## src/rtl/dsram_arbiter.sv

```systemverilog
// Two-requester (fetch / load-store) arbiter for one single-ported data SRAM; ARB_RR_EN selects round-robin grant.
// Latency: read response SRAM_LAT+2 cycles after the request is first seen idle, write response after 2.
// Backpressure: one transaction in flight; requesters hold req and see stallreq until their rvalid pulse.
module dsram_arbiter #(
   parameter int unsigned SRAM_LAT = 1
) (
   input  logic        clk,
   input  logic        resetn,
   input  logic        inst_req,
   input  logic [31:0] inst_addr,
   output logic        inst_rvalid,
   output logic [31:0] inst_rdata,
   input  logic        data_req,
   input  logic [3:0]  data_wen,
   input  logic [31:0] data_addr,
   input  logic [31:0] data_wdata,
   output logic        data_rvalid,
   output logic [31:0] data_rdata,
   output logic        sram_en,
   output logic [3:0]  sram_wen,
   output logic [31:0] sram_addr,
   output logic [31:0] sram_wdata,
   input  logic [31:0] sram_rdata,
   output logic        stallreq_inst,
   output logic        stallreq_data
);

   typedef enum logic [1:0] {IDLE, ISSUE, WAIT, RESP} state_t;
   typedef enum logic [1:0] {GNT_NONE, GNT_INST, GNT_DATA} gnt_t;

   typedef struct packed {
      logic [31:0] addr;
      logic [3:0]  wen;
      logic [31:0] wdata;
   } sram_req_t;

   state_t    state_q, state_d;
   gnt_t      gnt_q, gnt_d;
   logic [2:0] cnt_q, cnt_d;
   sram_req_t req_q, req_d;
   logic      en_q, en_d;
   logic      inst_rvalid_q, inst_rvalid_d;
   logic      data_rvalid_q, data_rvalid_d;
   logic [31:0] inst_rdata_q, inst_rdata_d;
   logic [31:0] data_rdata_q, data_rdata_d;
   logic      pick_data;

`ifdef ARB_RR_EN
   // last_grant: 0 = data, 1 = inst; on a tie the other port wins
   logic last_grant_q, last_grant_d;
   assign pick_data = data_req & (~inst_req | last_grant_q);
`else
   assign pick_data = data_req;
`endif

   always_comb begin
      state_d       = state_q;
      gnt_d         = gnt_q;
      cnt_d         = cnt_q;
      req_d         = req_q;
      req_d.wen     = 4'h0;
      req_d.wdata   = 32'h0;
      en_d          = 1'b0;
      inst_rvalid_d = 1'b0;
      data_rvalid_d = 1'b0;
      inst_rdata_d  = inst_rdata_q;
      data_rdata_d  = data_rdata_q;
`ifdef ARB_RR_EN
      last_grant_d  = last_grant_q;
`endif
      unique case (state_q)
         IDLE: begin
            if (inst_req || data_req) begin
               state_d = ISSUE;
               en_d    = 1'b1;
               if (pick_data) begin
                  gnt_d       = GNT_DATA;
                  req_d.addr  = data_addr;
                  req_d.wen   = data_wen;
                  req_d.wdata = data_wdata;
               end else begin
                  gnt_d      = GNT_INST;
                  req_d.addr = inst_addr;
               end
`ifdef ARB_RR_EN
               last_grant_d = ~pick_data;
`endif
            end
         end
         ISSUE: begin
            if (req_q.wen != 4'h0) begin
               state_d       = RESP;
               data_rvalid_d = (gnt_q == GNT_DATA);
               inst_rvalid_d = (gnt_q == GNT_INST);
            end else begin
               state_d = WAIT;
               cnt_d   = 3'(SRAM_LAT - 1);
            end
         end
         WAIT: begin
            if (cnt_q == 3'd0) begin
               state_d = RESP;
               if (gnt_q == GNT_DATA) begin
                  data_rdata_d  = sram_rdata;
                  data_rvalid_d = 1'b1;
               end else begin
                  inst_rdata_d  = sram_rdata;
                  inst_rvalid_d = 1'b1;
               end
            end else begin
               cnt_d = cnt_q - 3'd1;
            end
         end
         RESP: begin
            state_d = IDLE;
            gnt_d   = GNT_NONE;
         end
         default: state_d = IDLE;
      endcase
   end

   always_ff @(posedge clk or negedge resetn) begin
      if (!resetn) begin
         state_q       <= IDLE;
         gnt_q         <= GNT_NONE;
         cnt_q         <= 3'd0;
         req_q         <= '0;
         en_q          <= 1'b0;
         inst_rvalid_q <= 1'b0;
         data_rvalid_q <= 1'b0;
         inst_rdata_q  <= 32'h0;
         data_rdata_q  <= 32'h0;
`ifdef ARB_RR_EN
         last_grant_q  <= 1'b0;
`endif
      end else begin
         state_q       <= state_d;
         gnt_q         <= gnt_d;
         cnt_q         <= cnt_d;
         req_q         <= req_d;
         en_q          <= en_d;
         inst_rvalid_q <= inst_rvalid_d;
         data_rvalid_q <= data_rvalid_d;
         inst_rdata_q  <= inst_rdata_d;
         data_rdata_q  <= data_rdata_d;
`ifdef ARB_RR_EN
         last_grant_q  <= last_grant_d;
`endif
      end
   end

   assign sram_en       = en_q;
   assign sram_wen      = req_q.wen;
   assign sram_addr     = req_q.addr;
   assign sram_wdata    = req_q.wdata;
   assign inst_rvalid   = inst_rvalid_q;
   assign inst_rdata    = inst_rdata_q;
   assign data_rvalid   = data_rvalid_q;
   assign data_rdata    = data_rdata_q;
   assign stallreq_inst = inst_req & ~inst_rvalid_q;
   assign stallreq_data = data_req & ~data_rvalid_q;

endmodule
```

## config.mk

```make
export PLATFORM = sky130hd
export DESIGN_NAME = dsram_arbiter
export DESIGN_NICKNAME = d
export VERILOG_FILES = /design/src/rtl/dsram_arbiter.sv
export SDC_FILE = /design/constraint.sdc
export NUM_CORES = 1
export LEC_CHECK = 0
export BUFFER_PORTS_ARGS = -buffer_cell sky130_fd_sc_hd__buf_2
export CAP_MARGIN = 5
export CORE_ASPECT_RATIO = 1.25
export CORE_UTILIZATION = 42
export CTS_CLUSTER_SIZE = 16
export DETAILED_ROUTE_END_ITERATION = 8
export PLACE_DENSITY_LB_ADDON = 0.15
export SYNTH_ARGS = -nofsm -noshare
export SYNTH_HDL_FRONTEND = slang
export SYNTH_SLANG_ARGS = --single-unit
```

## constraint.sdc

```tcl
create_clock -name clk -period 2 [get_ports clk]
set_clock_uncertainty 0.2 [all_clocks]
set_input_delay 0.4 -clock clk [delete_from_list [all_inputs] [get_ports clk]]
set_output_delay 0.4 -clock clk [all_outputs]
set_load 0.01 [all_outputs]
```

==> impl_metrics.tcl, run 1 <==
set metrics [dict create \
    fin_setup_tns_ns 0 \
    crit_path_max_fanout 12 \
    startpoint_type "flop" \
    vias 4260 \
    cap_violations 0 \
    grt_overflow 0 \
    reg2reg_depth 7 \
    areaGrowthSynthToFinish_pct 40.2 \
    routed_wl_mm 13.7 \
    viasPerCell 4.81 \
    syn_nets 561 \
    chipHeight_um 133 \
    synth_warnings 0 \
    track_usage_pct 19.4 \
    r2r_slack_ns 0.11 \
    final_max_slew_viol_count 0 \
    status "finished clean" \
    ys_seq_area_share_pct 62.0 \
    ys_types 34 \
    grt_pass1_vias 4426 \
    globalplace.congestion 0.798 \
    startpoint "cnt_q[0]" \
    max_clock_freq_ghz 0.529 \
    synth.most_common_cell "dfrtp_1" \
    worstSetupEndpointType "flop" \
    final_nets 845 \
    drive_above_1_share_pct 51.0 \
    drc 0 \
    synth_area_um2 5730 \
    cts_tree "built" \
    arrival_ns 1.98 \
    drtIter0Drc 111 \
    grt_start_max_net_pins 66 \
    ys_ff_latch 142 \
    numPortBuffers 272 \
    holdCritStartpoint "sram_rdata[12]" \
    worstSetupPathType "reg -> reg" \
    postSynthAreaPerCell_um2 13.7 \
    yosysTopAreaCellShare_pct 62.0 \
    wl_per_cell_um 15.5 \
    clock-sinks 142 \
    final_util_pct 60.4 \
    rsz0062_at_grt "false" \
    synth_commonest_cells "dfrtp_1 (142), o21ai_0 (42), nand2_1 (37), and3_1 (36), mux2i_1 (32)" \
    synth_largest_area_cell "dfrtp_1" \
    setup_violations 0 \
    grt_pass1_wl_mm 21.4 \
    hpwlAfterDp_mm 9.88 \
    synth-main-ff-cell "dfrtp_1" \
    die_area_um2 14100 \
    cts_root_buf "clkbuf_16" \
    period_share_pct 94.5 \
    antenna_found_initial 2 \
    finalHoldViolations 0 \
    clk_path_buf_depth 2 \
    hold_class "in -> reg" \
    worstMarginPinSlew_ns 0.442 \
    synth_cells 419 \
    p_leak_nw 4.35 \
    dr.pass1.iters 4 \
    initial_core_util_pct 43.1 \
    powerDensity_nw_per_um2 1500 \
    clk_pin_slew_ns 0.06 \
    rows 47 \
    grt_util_met1_pct 23.6 \
    grtUsageMet2_pct 32.0 \
    worstReg2RegStart "cnt_q[0]" \
    pin_count 273 \
    ir_drop_mv 0.646 \
    clk_latency_ns 0.40 \
    h-tree-depth 4 \
    busiest_layer "met2" \
    met3_usage_pct 5.71 \
    chipWidth_um 106 \
    timing.rr.end "data_rdata[2]" \
    period_needed_ns 1.89 \
    synth_enable_flop_cells 0 \
    required_ns 2.09 \
    slew_headroom_pct 70.6 \
    crit_path_end "data_rdata[2]" \
    synth_area_leaders "dfrtp_1 (62%), mux2_4 (6.3%), mux2_1 (5.7%), mux2i_1 (5.6%), and3_1 (3.9%)" \
    num_antenna_cells 0 \
    async_reset_ff_share_pct 100 \
    core_um2 13300 \
    ant_nets 0 \
    cts_inserted_buffers 17 \
]
## metrics by stage
| stage | std cells | power (W) | hold slack (ns) | setup WS, ns | area [um^2] |
|---|---|---|---|---|---|
| after global routing | 886 | 0.0128 | 0.0207 | 0.0315 | 8030 |
| final | 886 | 0.0121 | 0.0242 | 0.110 | 8030 |
| after detailed placement | 851 | 0.00889 | 0.0909 | 0.0295 | 7350 |
| after global placement | 851 | 0.00874 | 0.0872 | 0.0976 | 7350 |
| after floorplan | 419 | 0.00704 | -0.0956 | 0.00429 | 5730 |
| after CTS | 883 | 0.0121 | 0.00675 | 0.0219 | 7960 |
## final cells by class
type / count / area [um^2]
clock buffer: 18 / 439
clock inverter: 13 / 155
fill: 1102 / 5260
inverter: 6 / 22.5
multi-input combinational: 245 / 2020
sequential: 142 / 3550
tap: 171 / 214
timing repair buffer: 291 / 1630
## timing repair
action	in CTS	in global routing
gates resized for setup	0	4
hold endpoints to repair	38	0
hold buffers	1	0
setup endpoints to repair	0	60
setup buffers	0	1
## report_power, final
| part | total, W | switching (W) | internal, W |
|---|---|---|---|
| Sequential | 0.00458 | 0.000569 | 0.00401 |
| Clock | 0.00316 | 0.00126 | 0.00190 |
| Combinational | 0.00432 | 0.00216 | 0.00216 |
| Total | 0.0121 | 0.00399 | 0.00807 |
## flip-flops by register name, summed over array words and instances (netlist names)
name and count:
sram_en 1, sram_wdata 32, sram_addr 32, state_q 2, data_rvalid 1, cnt_q 3, inst_rvalid 1, sram_wen 4
data_rdata 32, gnt_q 2, inst_rdata 32
## logic make-up after synthesis
| logic type | after synthesis | synth area share [%] |
|---|---|---|
| AO/OA/AOI/OAI | 50 | 5.02 |
| flip-flops | 142 | 62.0 |
| multiplexers | 96 | 19.7 |
| adder cells (fa/ha/maj) | 6 | 1.31 |
| buffers and inverters | 32 | 3.17 |
| AND/OR/NAND/NOR | 93 | 8.74 |
## worst min-delay path by stage
stage	cells past startpoint	slack [ns]	end
after floorplan	0	-0.1	cnt_q[0]
after global placement	1	0.09	data_rdata[28]
after detailed placement	1	0.09	data_rdata[29]
after CTS	2	0.007	inst_rdata[12]
after global routing	2	0.02	data_rdata[11]
final	2	0.02	inst_rdata[12]
## cell usage in the layout (no fill, tap or decap), types with 3 or more instances in the layout
cell and count:
and3_1 36, buf_12 6, buf_2 271, buf_4 9, clkbuf_16 19, clkinvlp_4 3
dfrtp_1 142, ha_1 5, inv_1 5, inv_6 5, mux2_1 29, mux2_2 11
mux2_4 24, mux2i_1 32, nand2_1 37, nor2_1 4, nor2b_1 3, o21ai_0 41
## per-layer routing
metal  routed length (um)  vias to the layer above
li1                     -                     2026
met1                 5590                     2015
met5                   27                        -
met3                 1070                       24
met2                 6740                      191
met4                  265                        4
## worst max-delay path: stages (launching register included)
cell and delay (ns):
dfrtp_1 0.39, inv_1 0.12, ha_4 0.16, nand2b_4 0.08, nor2_2 0.11, and2_4 0.21, clkbuf_16 0.20, mux2_4 0.31
Note: power is estimated with default switching activity, not from simulation.
==> run 2: changes to the inputs <==
CORE_UTILIZATION = 29   (was 42)
==> impl_metrics.tcl, run 2 (synthesis gave the netlist of run 1 again) <==
set metrics [dict create \
    drc 0 \
    reg2reg_depth 6 \
    grt_start_max_net_pins 66 \
    initial_core_util_pct 29.5 \
    areaGrowthSynthToFinish_pct 43.6 \
    arrival_ns 2.04 \
    cap_violations 0 \
    p_leak_nw 4.39 \
    drive_above_1_share_pct 50.6 \
    vias 4287 \
    die_area_um2 20300 \
    clk_path_buf_depth 2 \
    period_share_pct 97.8 \
    h-tree-depth 4 \
    powerDensity_nw_per_um2 1500 \
    ir_drop_mv 0.618 \
    grt_pass1_wl_mm 22.8 \
    final_util_pct 42.4 \
    cts_inserted_buffers 17 \
    worstReg2RegStart "cnt_q[0]" \
    worstSetupPathType "reg -> reg" \
    hold_class "in -> reg" \
    antenna_found_initial 4 \
    grt_overflow 0 \
    final_max_slew_viol_count 0 \
    numPortBuffers 272 \
    pin_count 273 \
    rsz0062_at_grt "true" \
    globalplace.congestion 0.740 \
    wl_per_cell_um 14.4 \
    dr.pass1.iters 4 \
    finalHoldViolations 0 \
    holdPathEnd "inst_rdata[11]" \
    holdCritStartpoint "sram_rdata[11]" \
    startpoint_type "flop" \
    max_clock_freq_ghz 0.511 \
    final_common_cell "buf_2" \
    power_w 0.0123 \
    routed_wl_mm 14.2 \
    chipHeight_um 159 \
    grt_pass1_vias 4670 \
    min_delay_path_depth 2 \
    required_ns 2.09 \
    worstSetupEndpointType "flop" \
    cts_tree "built" \
    period_needed_ns 1.96 \
    clk_latency_ns 0.41 \
    r2r_slack_ns 0.04 \
    clock-sinks 142 \
    crit_path_max_fanout 32 \
    setup_violations 0 \
    final_cell_mix "buf_2 (271), dfrtp_1 (142), o21ai_0 (41), nand2_1 (37), and3_1 (36)" \
    clk_pin_slew_ns 0.06 \
    viasPerCell 4.34 \
    timing.rr.end "inst_rdata[7]" \
    chipWidth_um 128 \
    core_um2 19400 \
    slew_headroom_pct 73.0 \
    worstMarginPinSlew_ns 0.405 \
    track_usage_pct 14.5 \
    drtIter0Drc 79 \
    final_nets 849 \
    ant_nets 0 \
    hpwlAfterDp_mm 10.3 \
    rows 57 \
    cts_root_buf "clkbuf_16" \
    status "finished clean" \
]
[run 2: cell count changes in the layout (fill, tap and decap cells not counted), moves of 2 or more]
cell           delta
bufinv_16         +3
clkbuf_16         -2
diode_2           +3
dlygate4sd3_1     +6
[run 2: worst max path at each step]
stage / cells past startpoint / startpoint / to / slack [ns]
after floorplan: 8 / state_q[0] / data_rdata[21] / 0.004
after global placement: 7 / cnt_q[0] / data_rdata[23] / 0.07
after detailed placement: 7 / cnt_q[0] / data_rdata[23] / 0.004
after CTS: 7 / cnt_q[0] / data_rdata[23] / 0.01
after global routing: 6 / cnt_q[0] / inst_rdata[3] / -0.008
final: 6 / cnt_q[0] / inst_rdata[7] / 0.04
[run 2: report_power, final]
| part | internal [W] | leakage [nW] | total (W) | switching (W) |
|---|---|---|---|---|
| Combinational | 0.00209 | 2.29 | 0.00424 | 0.00215 |
| Sequential | 0.00401 | 1.78 | 0.00457 | 0.000557 |
| Clock | 0.00225 | 0.314 | 0.00354 | 0.00129 |
| Total | 0.00835 | 4.39 | 0.0123 | 0.00399 |
[run 2: layout make-up]
class	instances	area, um^2
timing repair buffer	295	1630
fill	1862	11200
inverter	6	22.5
clock buffer	18	429
sequential	142	3550
clock inverter	14	229
multi-input combinational	245	2020
tap	265	332
antenna	3	7.51
[run 2: critical path, stage by stage (launching register included)]
cell and delay (ns):
dfrtp_1 0.39, inv_1 0.10, ha_2 0.21, nand2b_4 0.10
nor3_4 0.23, buf_12 0.25, mux2_1 0.35
[run 2: routing by layer]
layer | wire [um] | up-vias | global-route usage [%]
met5 | 13 | - | 0
met4 | 345 | 2 | 6.74
met3 | 1250 | 26 | 5.78
met2 | 6770 | 202 | 23.7
met1 | 5850 | 2029 | 16.6
li1 | - | 2028 | -
[run 2: per-stage QoR]
stage / TNS [ns] / cell area [um^2] / hold slack, ns / std cells / worst slack [ns]
after floorplan: 0 / 5730 / -0.0956 / 419 / 0.00429
after global placement: 0 / 7480 / 0.138 / 946 / 0.0710
after detailed placement: 0 / 7480 / 0.141 / 946 / 0.00422
after CTS: 0 / 8210 / 0.00149 / 985 / 0.0132
after global routing: -0.0185 / 8220 / 0.00429 / 987 / -0.00756
final: 0 / 8230 / 0.0250 / 988 / 0.0439
[run 2: what timing repair did]
action | 4_1_cts | 5_1_grt
gates resized for setup | 1 | 3
hold endpoints to repair | 41 | 0
endpoints found under the setup margin | 5 | 29
cloned | 0 | 0
buffers inserted | 0 | 0
hold buffers | 7 | 0
==> run 3: changes to the inputs <==
CORE_ASPECT_RATIO = 1.4   (was 1.25)
==> impl_metrics.tcl, run 3 (synthesis gave the netlist of run 1 again) <==
set metrics [dict create \
    status "finished clean" \
    max_clock_freq_ghz 0.521 \
    wl_met2_mm 7.30 \
    chipHeight_um 168 \
    clk_path_buf_depth 2 \
    ir_drop_mv 0.501 \
    globalplace.congestion 0.742 \
    powerDensity_nw_per_um2 1470 \
    chipWidth_um 121 \
    worstMarginPinSlew_ns 0.320 \
    final_nets 857 \
    grt_overflow 0 \
    dr.max_layer_used "met4" \
    slew_headroom_pct 78.4 \
    final_max_slew_viol_count 0 \
    grt_pass1_vias 4425 \
    setup_violations 0 \
    final_util_pct 42.8 \
    wl_met3_mm 1.01 \
    h-tree-depth 4 \
    hpwlAfterDp_mm 10.6 \
    arrival_ns 2.02 \
    drive_above_1_share_pct 51.4 \
    final_common_cell "buf_2" \
    die_area_um2 20300 \
    min_delay_path_depth 2 \
    post-place-cells 935 \
    finalHoldViolations 0 \
    ant_nets 0 \
    drtIter0Drc 134 \
    clock-sinks 142 \
    stdcell_count 977 \
    numPortBuffers 272 \
    initial_core_util_pct 29.7 \
    cts_root_buf "clkbuf_16" \
    power_w 0.0121 \
    clk_latency_ns 0.40 \
    routed_wl_mm 14.5 \
    timing.hold.ws_ns 0.0251 \
    drc 0 \
    grt_pass1_wl_mm 23.1 \
    worstSetupPathType "reg -> reg" \
    vias 4325 \
    fillers 1869 \
    rows 60 \
    hold_class "in -> reg" \
    holdCritStartpoint "sram_rdata[16]" \
    fin_setup_tns_ns 0 \
    period_needed_ns 1.92 \
    worstSetupEndpointType "flop" \
    cts_inserted_buffers 17 \
    antenna_found_initial 0 \
    drt-met1-wl_mm 5.97 \
    areaGrowthSynthToFinish_pct 44.1 \
    pin_count 273 \
    required_ns 2.10 \
    crit_path_max_fanout 8 \
    cts_tree "built" \
    reg2reg_depth 7 \
    worstReg2RegStart "state_q[0]" \
    startpoint_type "flop" \
    dr.pass1.iters 4 \
    period_share_pct 96.0 \
    r2r_slack_ns 0.08 \
    holdPathEnd "inst_rdata[16]" \
    p_leak_nw 4.42 \
    cap_violations 0 \
    clk_pin_slew_ns 0.06 \
    final_cell_mix "buf_2 (271), dfrtp_1 (142), o21ai_0 (41), nand2_1 (37), and3_1 (36)" \
    track_usage_pct 14.8 \
    core_um2 19300 \
    wl_per_cell_um 14.9 \
    grt_start_max_net_pins 66 \
    timing.rr.end "data_rdata[23]" \
    viasPerCell 4.43 \
]
## run 3: per-layer routing
metal	vias up	track usage, %
met3	16	4.47
met2	176	24.8
met4	0	6.07
li1	2047	-
met5	-	0
met1	2086	17.5
## run 3: worst max-delay path by stage
stage                          start  cells after the start  slack (ns)        endpoint
final                     state_q[0]                      7        0.08  data_rdata[23]
after global routing      state_q[0]                      7       -0.01  data_rdata[23]
after CTS                   cnt_q[1]                      7        0.01   data_rdata[6]
after detailed placement    cnt_q[0]                      7       -0.02  data_rdata[23]
after global placement      cnt_q[0]                      7        0.07  data_rdata[23]
after floorplan           state_q[0]                      8       0.004  data_rdata[21]
## run 3: repair_timing
item                       4_1_cts  5_1_grt
hold endpoints to repair        89        0
hold buffers                     7        0
gates resized for setup          4        4
pin swaps                        2        1
buffers inserted                 0        1
setup endpoints to repair        4       10
gates cloned                     1        0
## run 3: final cells by class
type	count	area, um^2	share of cell area (%)
antenna	1	2.50	0.0303
clock buffer	20	457	5.53
clock inverter	12	159	1.92
inverter	6	22.5	0.273
multi-input combinational	245	2020	24.5
sequential	142	3550	43.0
tap	248	310	3.76
timing repair buffer	303	1730	20.9
## run 3: worst max-delay path, cell delays in order, from the launching register on
cell and delay [ns]:
dfrtp_1 0.38, inv_1 0.10, ha_2 0.20, inv_2 0.06, nor2_2 0.13, and2_4 0.23, buf_6 0.18, mux2_2 0.34
## run 3: where the power goes
| group | total [W] | switching, W | leakage, nW | internal [W] |
|---|---|---|---|---|
| Sequential | 0.00459 | 0.000574 | 1.78 | 0.00401 |
| Clock | 0.00326 | 0.00123 | 0.297 | 0.00204 |
| Combinational | 0.00429 | 0.00216 | 2.34 | 0.00212 |
| Total | 0.0121 | 0.00396 | 4.42 | 0.00818 |
## run 3: stage by stage
stage / setup WS [ns] / instance area, um^2
4_1_cts: 0.0103 / 8250
5_1_grt: -0.0109 / 8250
3_3_place_gp: 0.0702 / 7510
2_1_floorplan: 0.00429 / 5730
6_report: 0.0791 / 8260
3_5_place_dp: -0.0191 / 7510
